**src/rtl/nn_lstm_bptt_seq_polar.sv**
```systemverilog
`default_nettype none
//==============================================================================
// Module   : nn_lstm_bptt_seq_polar
// Purpose  : Polar-stochastic LSTM BPTT gate-delta unit. It is sequenced over
//            time-step windows and carries the cell-state gradient between
//            steps as a signed estimate.
// Options  : define NN_LSTM_BPTT_CLIP_EN to clamp the stored estimate to +/-CLIP
// Revision : 1.0 - initial release
//==============================================================================
module nn_lstm_bptt_seq_polar #(
    parameter int N       = 3,
    parameter int NR      = 3,
    parameter int LOG_LEN = 8,
    parameter int ACC_W   = 4,
    parameter int CLIP    = 2 ** (LOG_LEN - 1)
) (
    input  logic               CLK,
    input  logic               INIT,
    input  logic               step_start,
    input  logic               step_first,
    input  logic [N-1:0]       delta_forwardLayer,
    input  logic [N-1:0]       SIGN_delta_forwardLayer,
    input  logic [N-1:0]       alpha,
    input  logic [N-1:0]       SIGN_alpha,
    input  logic [NR-1:0]      delta_c_next,
    input  logic [NR-1:0]      SIGN_delta_c_next,
    input  logic [NR-1:0]      delta_f_next,
    input  logic [NR-1:0]      SIGN_delta_f_next,
    input  logic [NR-1:0]      delta_i_next,
    input  logic [NR-1:0]      SIGN_delta_i_next,
    input  logic [NR-1:0]      delta_o_next,
    input  logic [NR-1:0]      SIGN_delta_o_next,
    input  logic [NR-1:0]      alpha_c_r,
    input  logic [NR-1:0]      SIGN_alpha_c_r,
    input  logic [NR-1:0]      alpha_f_r,
    input  logic [NR-1:0]      SIGN_alpha_f_r,
    input  logic [NR-1:0]      alpha_i_r,
    input  logic [NR-1:0]      SIGN_alpha_i_r,
    input  logic [NR-1:0]      alpha_o_r,
    input  logic [NR-1:0]      SIGN_alpha_o_r,
    input  logic               f,
    input  logic               i,
    input  logic               c,
    input  logic               o,
    input  logic               f_next,
    input  logic               STATE_last,
    input  logic               STATE_flat,
    input  logic               zp_f,
    input  logic               zp_i,
    input  logic               zp_o,
    input  logic               zp_c,
    input  logic [LOG_LEN-1:0] rnd,
    output logic               delta_f,
    output logic               delta_i,
    output logic               delta_c,
    output logic               delta_o,
    output logic               SIGN_delta_f,
    output logic               SIGN_delta_i,
    output logic               SIGN_delta_c,
    output logic               SIGN_delta_o,
    output logic               busy,
    output logic               step_done,
    output logic [LOG_LEN:0]   delta_state_est
);

    localparam int                C_ACC_MAX = 2 ** (ACC_W - 1) - 1;
    localparam int                C_CNT_MAX = 2 ** LOG_LEN - 1;
    localparam int                C_CNT_MIN = -(2 ** LOG_LEN);
    localparam logic [LOG_LEN+1:0] C_K_FIRST = (LOG_LEN + 2)'(3);
    localparam logic [LOG_LEN+1:0] C_K_LAST  = (LOG_LEN + 2)'(2 ** LOG_LEN + 2);

`ifdef NN_LSTM_BPTT_CLIP_EN
    localparam int C_EST_LIM = (CLIP < C_CNT_MAX) ? CLIP : C_CNT_MAX;
`else
    localparam int C_EST_LIM     = C_CNT_MAX;
    localparam int C_UNUSED_CLIP = CLIP;
`endif

    typedef struct packed {
        logic                    out;
        logic                    sgn;
        logic signed [ACC_W-1:0] acc;
    } add_t;

    typedef enum logic [1:0] {
        ST_IDLE = 2'd0,
        ST_RUN  = 2'd1,
        ST_DONE = 2'd2
    } state_t;

    // Signed contribution of one polar product term.
    function automatic int polar_term(input logic mag, input logic sgn);
        return mag ? (sgn ? -1 : 1) : 0;
    endfunction

    function automatic add_t polar_add(input logic signed [ACC_W-1:0] acc, input int diff);
        int   a;
        add_t r;
        r = '0;
        a = int'(acc) + diff;
        if (a > C_ACC_MAX)       a = C_ACC_MAX;
        else if (a < -C_ACC_MAX) a = -C_ACC_MAX;
        if (a > 0) begin
            r.out = 1'b1;
            r.acc = ACC_W'(a - 1);
        end else if (a < 0) begin
            r.out = 1'b1;
            r.sgn = 1'b1;
            r.acc = ACC_W'(a + 1);
        end
        return r;
    endfunction

    function automatic logic [LOG_LEN:0] est_sat(input logic signed [LOG_LEN:0] cnt);
        int v;
        v = int'(cnt);
        if (v > C_EST_LIM)       v = C_EST_LIM;
        else if (v < -C_EST_LIM) v = -C_EST_LIM;
        return (LOG_LEN + 1)'(v);
    endfunction

    state_t                    r_state;
    state_t                    w_state_nxt;
    logic                      w_start;
    logic [LOG_LEN+1:0]        r_k;
    logic                      r_first;
    logic signed [LOG_LEN:0]   r_cnt;
    logic signed [LOG_LEN:0]   r_est;

    logic                      r_dn_out, r_dn_sgn;
    logic                      r_da_out, r_da_sgn;
    logic                      r_ds_out, r_ds_sgn;
    logic signed [ACC_W-1:0]   r_dn_acc, r_da_acc, r_ds_acc;
    int                        w_dn_diff, w_da_diff, w_ds_diff;
    add_t                      w_dn_res, w_da_res, w_ds_res;

    logic                      w_est_neg;
    logic [LOG_LEN:0]          w_est_mag;
    logic                      w_s_next;
    logic                      w_unused;

    assign w_unused = f;

    // ---------------- control ----------------
    always_ff @(posedge CLK) begin
        if (INIT) r_state <= ST_IDLE;
        else      r_state <= w_state_nxt;
    end

    always_comb begin
        w_state_nxt = r_state;
        w_start     = 1'b0;
        busy        = 1'b0;
        step_done   = 1'b0;
        case (r_state)
            ST_IDLE: begin
                if (step_start) begin
                    w_state_nxt = ST_RUN;
                    w_start     = 1'b1;
                end
            end
            ST_RUN: begin
                busy = 1'b1;
                if (r_k == C_K_LAST) w_state_nxt = ST_DONE;
            end
            ST_DONE: begin
                step_done   = 1'b1;
                w_state_nxt = ST_IDLE;
            end
            default: w_state_nxt = ST_IDLE;
        endcase
    end

    always_ff @(posedge CLK) begin
        if (INIT || w_start) r_k <= '0;
        else if (busy)       r_k <= r_k + (LOG_LEN + 2)'(1);
    end

    always_ff @(posedge CLK) begin
        if (INIT)         r_first <= 1'b0;
        else if (w_start) r_first <= step_first;
    end

    // ---------------- state-gradient regeneration ----------------
    assign w_est_neg = r_est[LOG_LEN];
    assign w_est_mag = w_est_neg ? -r_est : r_est;
    assign w_s_next  = !r_first && (w_est_mag > {1'b0, rnd});

    // ---------------- polar adders ----------------
    always_comb begin
        w_dn_diff = 0;
        for (int j = 0; j < NR; j++) begin
            w_dn_diff += polar_term(delta_c_next[j] & alpha_c_r[j], SIGN_delta_c_next[j] ^ SIGN_alpha_c_r[j]);
            w_dn_diff += polar_term(delta_f_next[j] & alpha_f_r[j], SIGN_delta_f_next[j] ^ SIGN_alpha_f_r[j]);
            w_dn_diff += polar_term(delta_i_next[j] & alpha_i_r[j], SIGN_delta_i_next[j] ^ SIGN_alpha_i_r[j]);
            w_dn_diff += polar_term(delta_o_next[j] & alpha_o_r[j], SIGN_delta_o_next[j] ^ SIGN_alpha_o_r[j]);
        end
        w_da_diff = polar_term(r_dn_out, r_dn_sgn);
        for (int j = 0; j < N; j++) begin
            w_da_diff += polar_term(delta_forwardLayer[j] & alpha[j], SIGN_delta_forwardLayer[j] ^ SIGN_alpha[j]);
        end
        w_ds_diff = polar_term(r_da_out & o & zp_c, r_da_sgn)
                  + polar_term(w_s_next & f_next, w_est_neg);
    end

    assign w_dn_res = polar_add(r_dn_acc, w_dn_diff);
    assign w_da_res = polar_add(r_da_acc, w_da_diff);
    assign w_ds_res = polar_add(r_ds_acc, w_ds_diff);

    always_ff @(posedge CLK) begin
        if (INIT || w_start) begin
            r_dn_out <= 1'b0;  r_dn_sgn <= 1'b0;  r_dn_acc <= '0;
            r_da_out <= 1'b0;  r_da_sgn <= 1'b0;  r_da_acc <= '0;
            r_ds_out <= 1'b0;  r_ds_sgn <= 1'b0;  r_ds_acc <= '0;
        end else begin
            r_dn_out <= w_dn_res.out;  r_dn_sgn <= w_dn_res.sgn;  r_dn_acc <= w_dn_res.acc;
            r_da_out <= w_da_res.out;  r_da_sgn <= w_da_res.sgn;  r_da_acc <= w_da_res.acc;
            r_ds_out <= w_ds_res.out;  r_ds_sgn <= w_ds_res.sgn;  r_ds_acc <= w_ds_res.acc;
        end
    end

    // ---------------- window count and estimate ----------------
    // The first three cycles only flush the adder pipeline and are not counted.
    always_ff @(posedge CLK) begin
        if (INIT || w_start) begin
            r_cnt <= '0;
        end else if (r_state == ST_DONE) begin
            r_cnt <= '0;
        end else if (busy && (r_k >= C_K_FIRST) && (r_k <= C_K_LAST) && r_ds_out) begin
            if (!r_ds_sgn && (int'(r_cnt) != C_CNT_MAX))
                r_cnt <= r_cnt + (LOG_LEN + 1)'(1);
            else if (r_ds_sgn && (int'(r_cnt) != C_CNT_MIN))
                r_cnt <= r_cnt - (LOG_LEN + 1)'(1);
        end
    end

    always_ff @(posedge CLK) begin
        if (INIT)                    r_est <= '0;
        else if (r_state == ST_DONE) r_est <= est_sat(r_cnt);
    end

    assign delta_state_est = r_est;

    // ---------------- gate outputs ----------------
    assign delta_f      = busy & r_ds_out & STATE_last & zp_f;
    assign delta_c      = busy & r_ds_out & i & zp_c;
    assign delta_i      = busy & r_ds_out & c & zp_i;
    assign delta_o      = busy & r_da_out & STATE_flat & zp_o;
    assign SIGN_delta_f = busy & r_ds_sgn;
    assign SIGN_delta_c = busy & r_ds_sgn;
    assign SIGN_delta_i = busy & r_ds_sgn;
    assign SIGN_delta_o = busy & r_da_sgn;

endmodule
`default_nettype wire

```
**config.mk**
```make
export PLATFORM = sky130hd
export DESIGN_NAME = nn_lstm_bptt_seq_polar
export DESIGN_NICKNAME = d
export VERILOG_FILES = /design/src/rtl/nn_lstm_bptt_seq_polar.sv
export SDC_FILE = /design/constraint.sdc
export NUM_CORES = 1
export LEC_CHECK = 0
export CORE_ASPECT_RATIO = 0.8
export CORE_MARGIN = 3
export CORE_UTILIZATION = 49
export DETAILED_ROUTE_END_ITERATION = 6
export PLACE_DENSITY_LB_ADDON = 0.3
export SETUP_SLACK_MARGIN = 0.4
export SLEW_MARGIN = 10
export SYNTH_ARGS = -nofsm -noshare
export SYNTH_HDL_FRONTEND = slang
export SYNTH_SLANG_ARGS = --single-unit
```
**constraint.sdc**
```tcl
create_clock -name CLK -period 9.3 [get_ports CLK]
set_input_delay 1.86 -clock CLK [delete_from_list [all_inputs] [get_ports CLK]]
set_output_delay 1.86 -clock CLK [all_outputs]
set_load 0.05 [all_outputs]
```
==> flow_summary.json <==
{
  "status": "complete, no violations",
  "final_cell_area_mm2": 0.00919,
  "arrival_ps": 9050,
  "die_area_mm2": 0.0153,
  "placed_area_mm2": 0.00851,
  "final_cells": 1124,
  "crit_path_max_incr_delay_ps": 580,
  "synth_nets": 991,
  "ctsHtreeMaxLevel": 2,
  "synth-edff-count": 0,
  "antenna_found_initial": 0,
  "fin_skew_ps": 5.38,
  "drive_above_1_share": 0.234,
  "antenna_left": 0,
  "vias": 5912,
  "track_usage": 0.209,
  "coreArea_mm2": 0.0132,
  "final_cell_mix": "inv_1 (87), buf_4 (87), fa_1 (76), nor2_1 (68), clkdlybuf4s50_1 (56)",
  "syn-instance-count": 760,
  "totalWireLength_um": 15900,
  "path_common_cell": "fa_1",
  "routedWlPerCell_um": 14.2,
  "slew_viol_final": 0,
  "syn_avg_cell_area_um2": 8.95,
  "max_freq_mhz": 112,
  "cp_max_fo": 4,
  "grt_overflow": 0,
  "crit_path_end_kind": "register",
  "insertion_delay_ps": 290,
  "path_buf_inv": 6,
  "routed_via_density": 5.26,
  "yosysSeqAreaShare": 0.144,
  "finalSetupViolations": 0,
  "io_pins": 102,
  "cp-start-kind": "primary input",
  "ys_dominant_reg_cell": "dfxtp_1",
  "clockBufferDepth": 2,
  "syn_area_mm2": 0.00680,
  "worstPathRequired_ps": 9460,
  "nNetsFinal": 1179,
  "rows": 37,
  "drtPass1Iterations": 5,
  "critical-path-top-delay-family": "adder cells",
  "dp_hpwl_um": 12600,
  "die_height_um": 111,
  "drc_errors": 0,
  "place.gp.congestion": 0.831,
  "timing.max_slew.rel_slack": 0.322,
  "die_w_um": 138,
  "grt_pass1_wl_um": 27200,
  "setup_tns_ps": 0,
  "antenna_cells": 0,
  "critical_path_class": "primary input to register",
  "async_flop_share": 0,
  "port-buffer-count": 100,
  "final.min_clock_period_ps": 8890,
  "worst_slew_pin_slew_ps": 1010,
  "hp-class": "register to register",
  "drt_iter0_drc": 283,
  "clock-root-buffer": "clkbuf_16",
  "cts_hold_buffers": 0,
  "worst_path_max_delay_cell": "fa_1",
  "cap_violations": 0,
  "nFillCells": 1004,
  "hold_violations": 0,
  "ys_warn_count": 0,
  "area_growth_syn_to_layout_pct": 35.2,
  "tritoncts": "built",
  "dp.cells": 1091,
  "cts_sinks": 49,
  "ys_ff_latch": 49,
  "rsz0062_at_grt": "yes",
  "fin_crit_sh": 0.956,
  "initial_core_util": 0.515,
  "grt_start_max_net_pins": 22,
  "synthDistinctLibCells": 65,
  "grt_pass1_vias": 6021,
  "numCtsBuffers": 5,
  "clkTransAtPathRegs_ps": 60
}
## cell usage after synthesis, drive strengths merged (2+ instances only)
cell / count / share of area
xor2: 26 / 0.033
nand3: 25 / 0.018
o31ai: 5 / 0.0075
nand3b: 2 / 0.0022
and4: 2 / 0.0026
clkbuf: 9 / 0.0050
nor2b: 10 / 0.0092
nand2: 37 / 0.020
fa: 92 / 0.27
a211o: 2 / 0.0026
ha: 56 / 0.10
nand4: 20 / 0.018
nor4: 14 / 0.013
o21ai: 15 / 0.011
a21oi: 31 / 0.023
buf: 3 / 0.0039
o2111ai: 3 / 0.0039
o211ai: 4 / 0.0064
dfxtp: 49 / 0.14
xnor2: 26 / 0.033
or3: 2 / 0.0026
a21boi: 2 / 0.0022
o41ai: 2 / 0.0026
mux2i: 10 / 0.015
a221oi: 2 / 0.0026
nor3: 18 / 0.013
nor4b: 8 / 0.011
nand2b: 24 / 0.022
nand4b: 6 / 0.0077
and2: 17 / 0.016
a31oi: 2 / 0.0018
inv: 100 / 0.055
a2111oi: 5 / 0.010
a21o: 16 / 0.018
nor2: 71 / 0.039
or2: 4 / 0.0037
a211oi: 9 / 0.0099
and3: 9 / 0.0085
nor3b: 4 / 0.0044
o21a: 4 / 0.0044
## cells by family (layout without fill, tap and decap cells)
kind of cell	Yosys count	after routing	synth area share
buf+inv	113	302	0.0646
fa+ha+maj	148	148	0.374
flops	49	49	0.144
compound gates	110	110	0.116
xor+xnor	52	52	0.0670
mux	11	11	0.0164
simple gates	277	277	0.218
## timing repair
| item | CTS | global route |
|---|---|---|
| endpoints found under the setup margin | 5 | 13 |
| cloned | 0 | 0 |
| buffers inserted | 18 | 7 |
| pin swaps | 84 | 44 |
| resized for setup | 120 | 75 |
## sequential cells by signal (all words and copies together), names as in the netlist, 2 cells and up
| signal | cells |
|---|---|
| r_dn_acc | 4 |
| r_da_acc | 4 |
| r_cnt | 9 |
| r_k | 10 |
| r_ds_acc | 4 |
| r_state | 2 |
| delta_state_est | 9 |
## metal layers
metal,vias up,part of all wire,GRT usage
met1,2824,0.46,0.294
met2,122,0.48,0.359
li1,2951,-,-
met5,-,0,0
met3,15,0.052,0.0239
met4,0,0.0085,0.0270
## final cells by class
cell class / count / area [µm²] / area share
well taps: 175 / 219 / 0.0238
repair buffers: 193 / 1620 / 0.177
flip-flops and latches: 49 / 981 / 0.107
clock buffers: 7 / 143 / 0.0155
inverters: 101 / 382 / 0.0415
clock inverters: 1 / 30.0 / 0.00327
multi-input cells: 598 / 5820 / 0.633
## worst min-delay path: cells and delay by family, from the launching register on
family        cells  cell delay (ps)
flops             1              320
simple gates      1               70
mux               1               60
## final timing paths
path | to | slack, ps | from | cells past startpoint
worst max-delay path | r_dn_acc[3] | 410 | SIGN_delta_c_next[2] | 32
worst min-delay path | r_first | 490 | r_first | 2
worst max register to register | r_ds_acc[1] | 2050 | delta_state_est[0] | 34
worst min register to register | r_first | 490 | r_first | 2
## stage by stage
| stage | hold WS, ps | util | setup slack (ps) |
|---|---|---|---|
| 4_1_cts | 488 | 0.684 | 403 |
| 3_5_place_dp | 472 | 0.645 | -447 |
| 5_1_grt | 514 | 0.697 | 193 |
| 3_3_place_gp | 467 | 0.645 | -460 |
| 2_1_floorplan | 445 | - | 419 |
| 6_report | 488 | 0.697 | 410 |
Power is not shown: default switching activity piles up to over one toggle a cycle in this logic, so the estimate is an artifact.
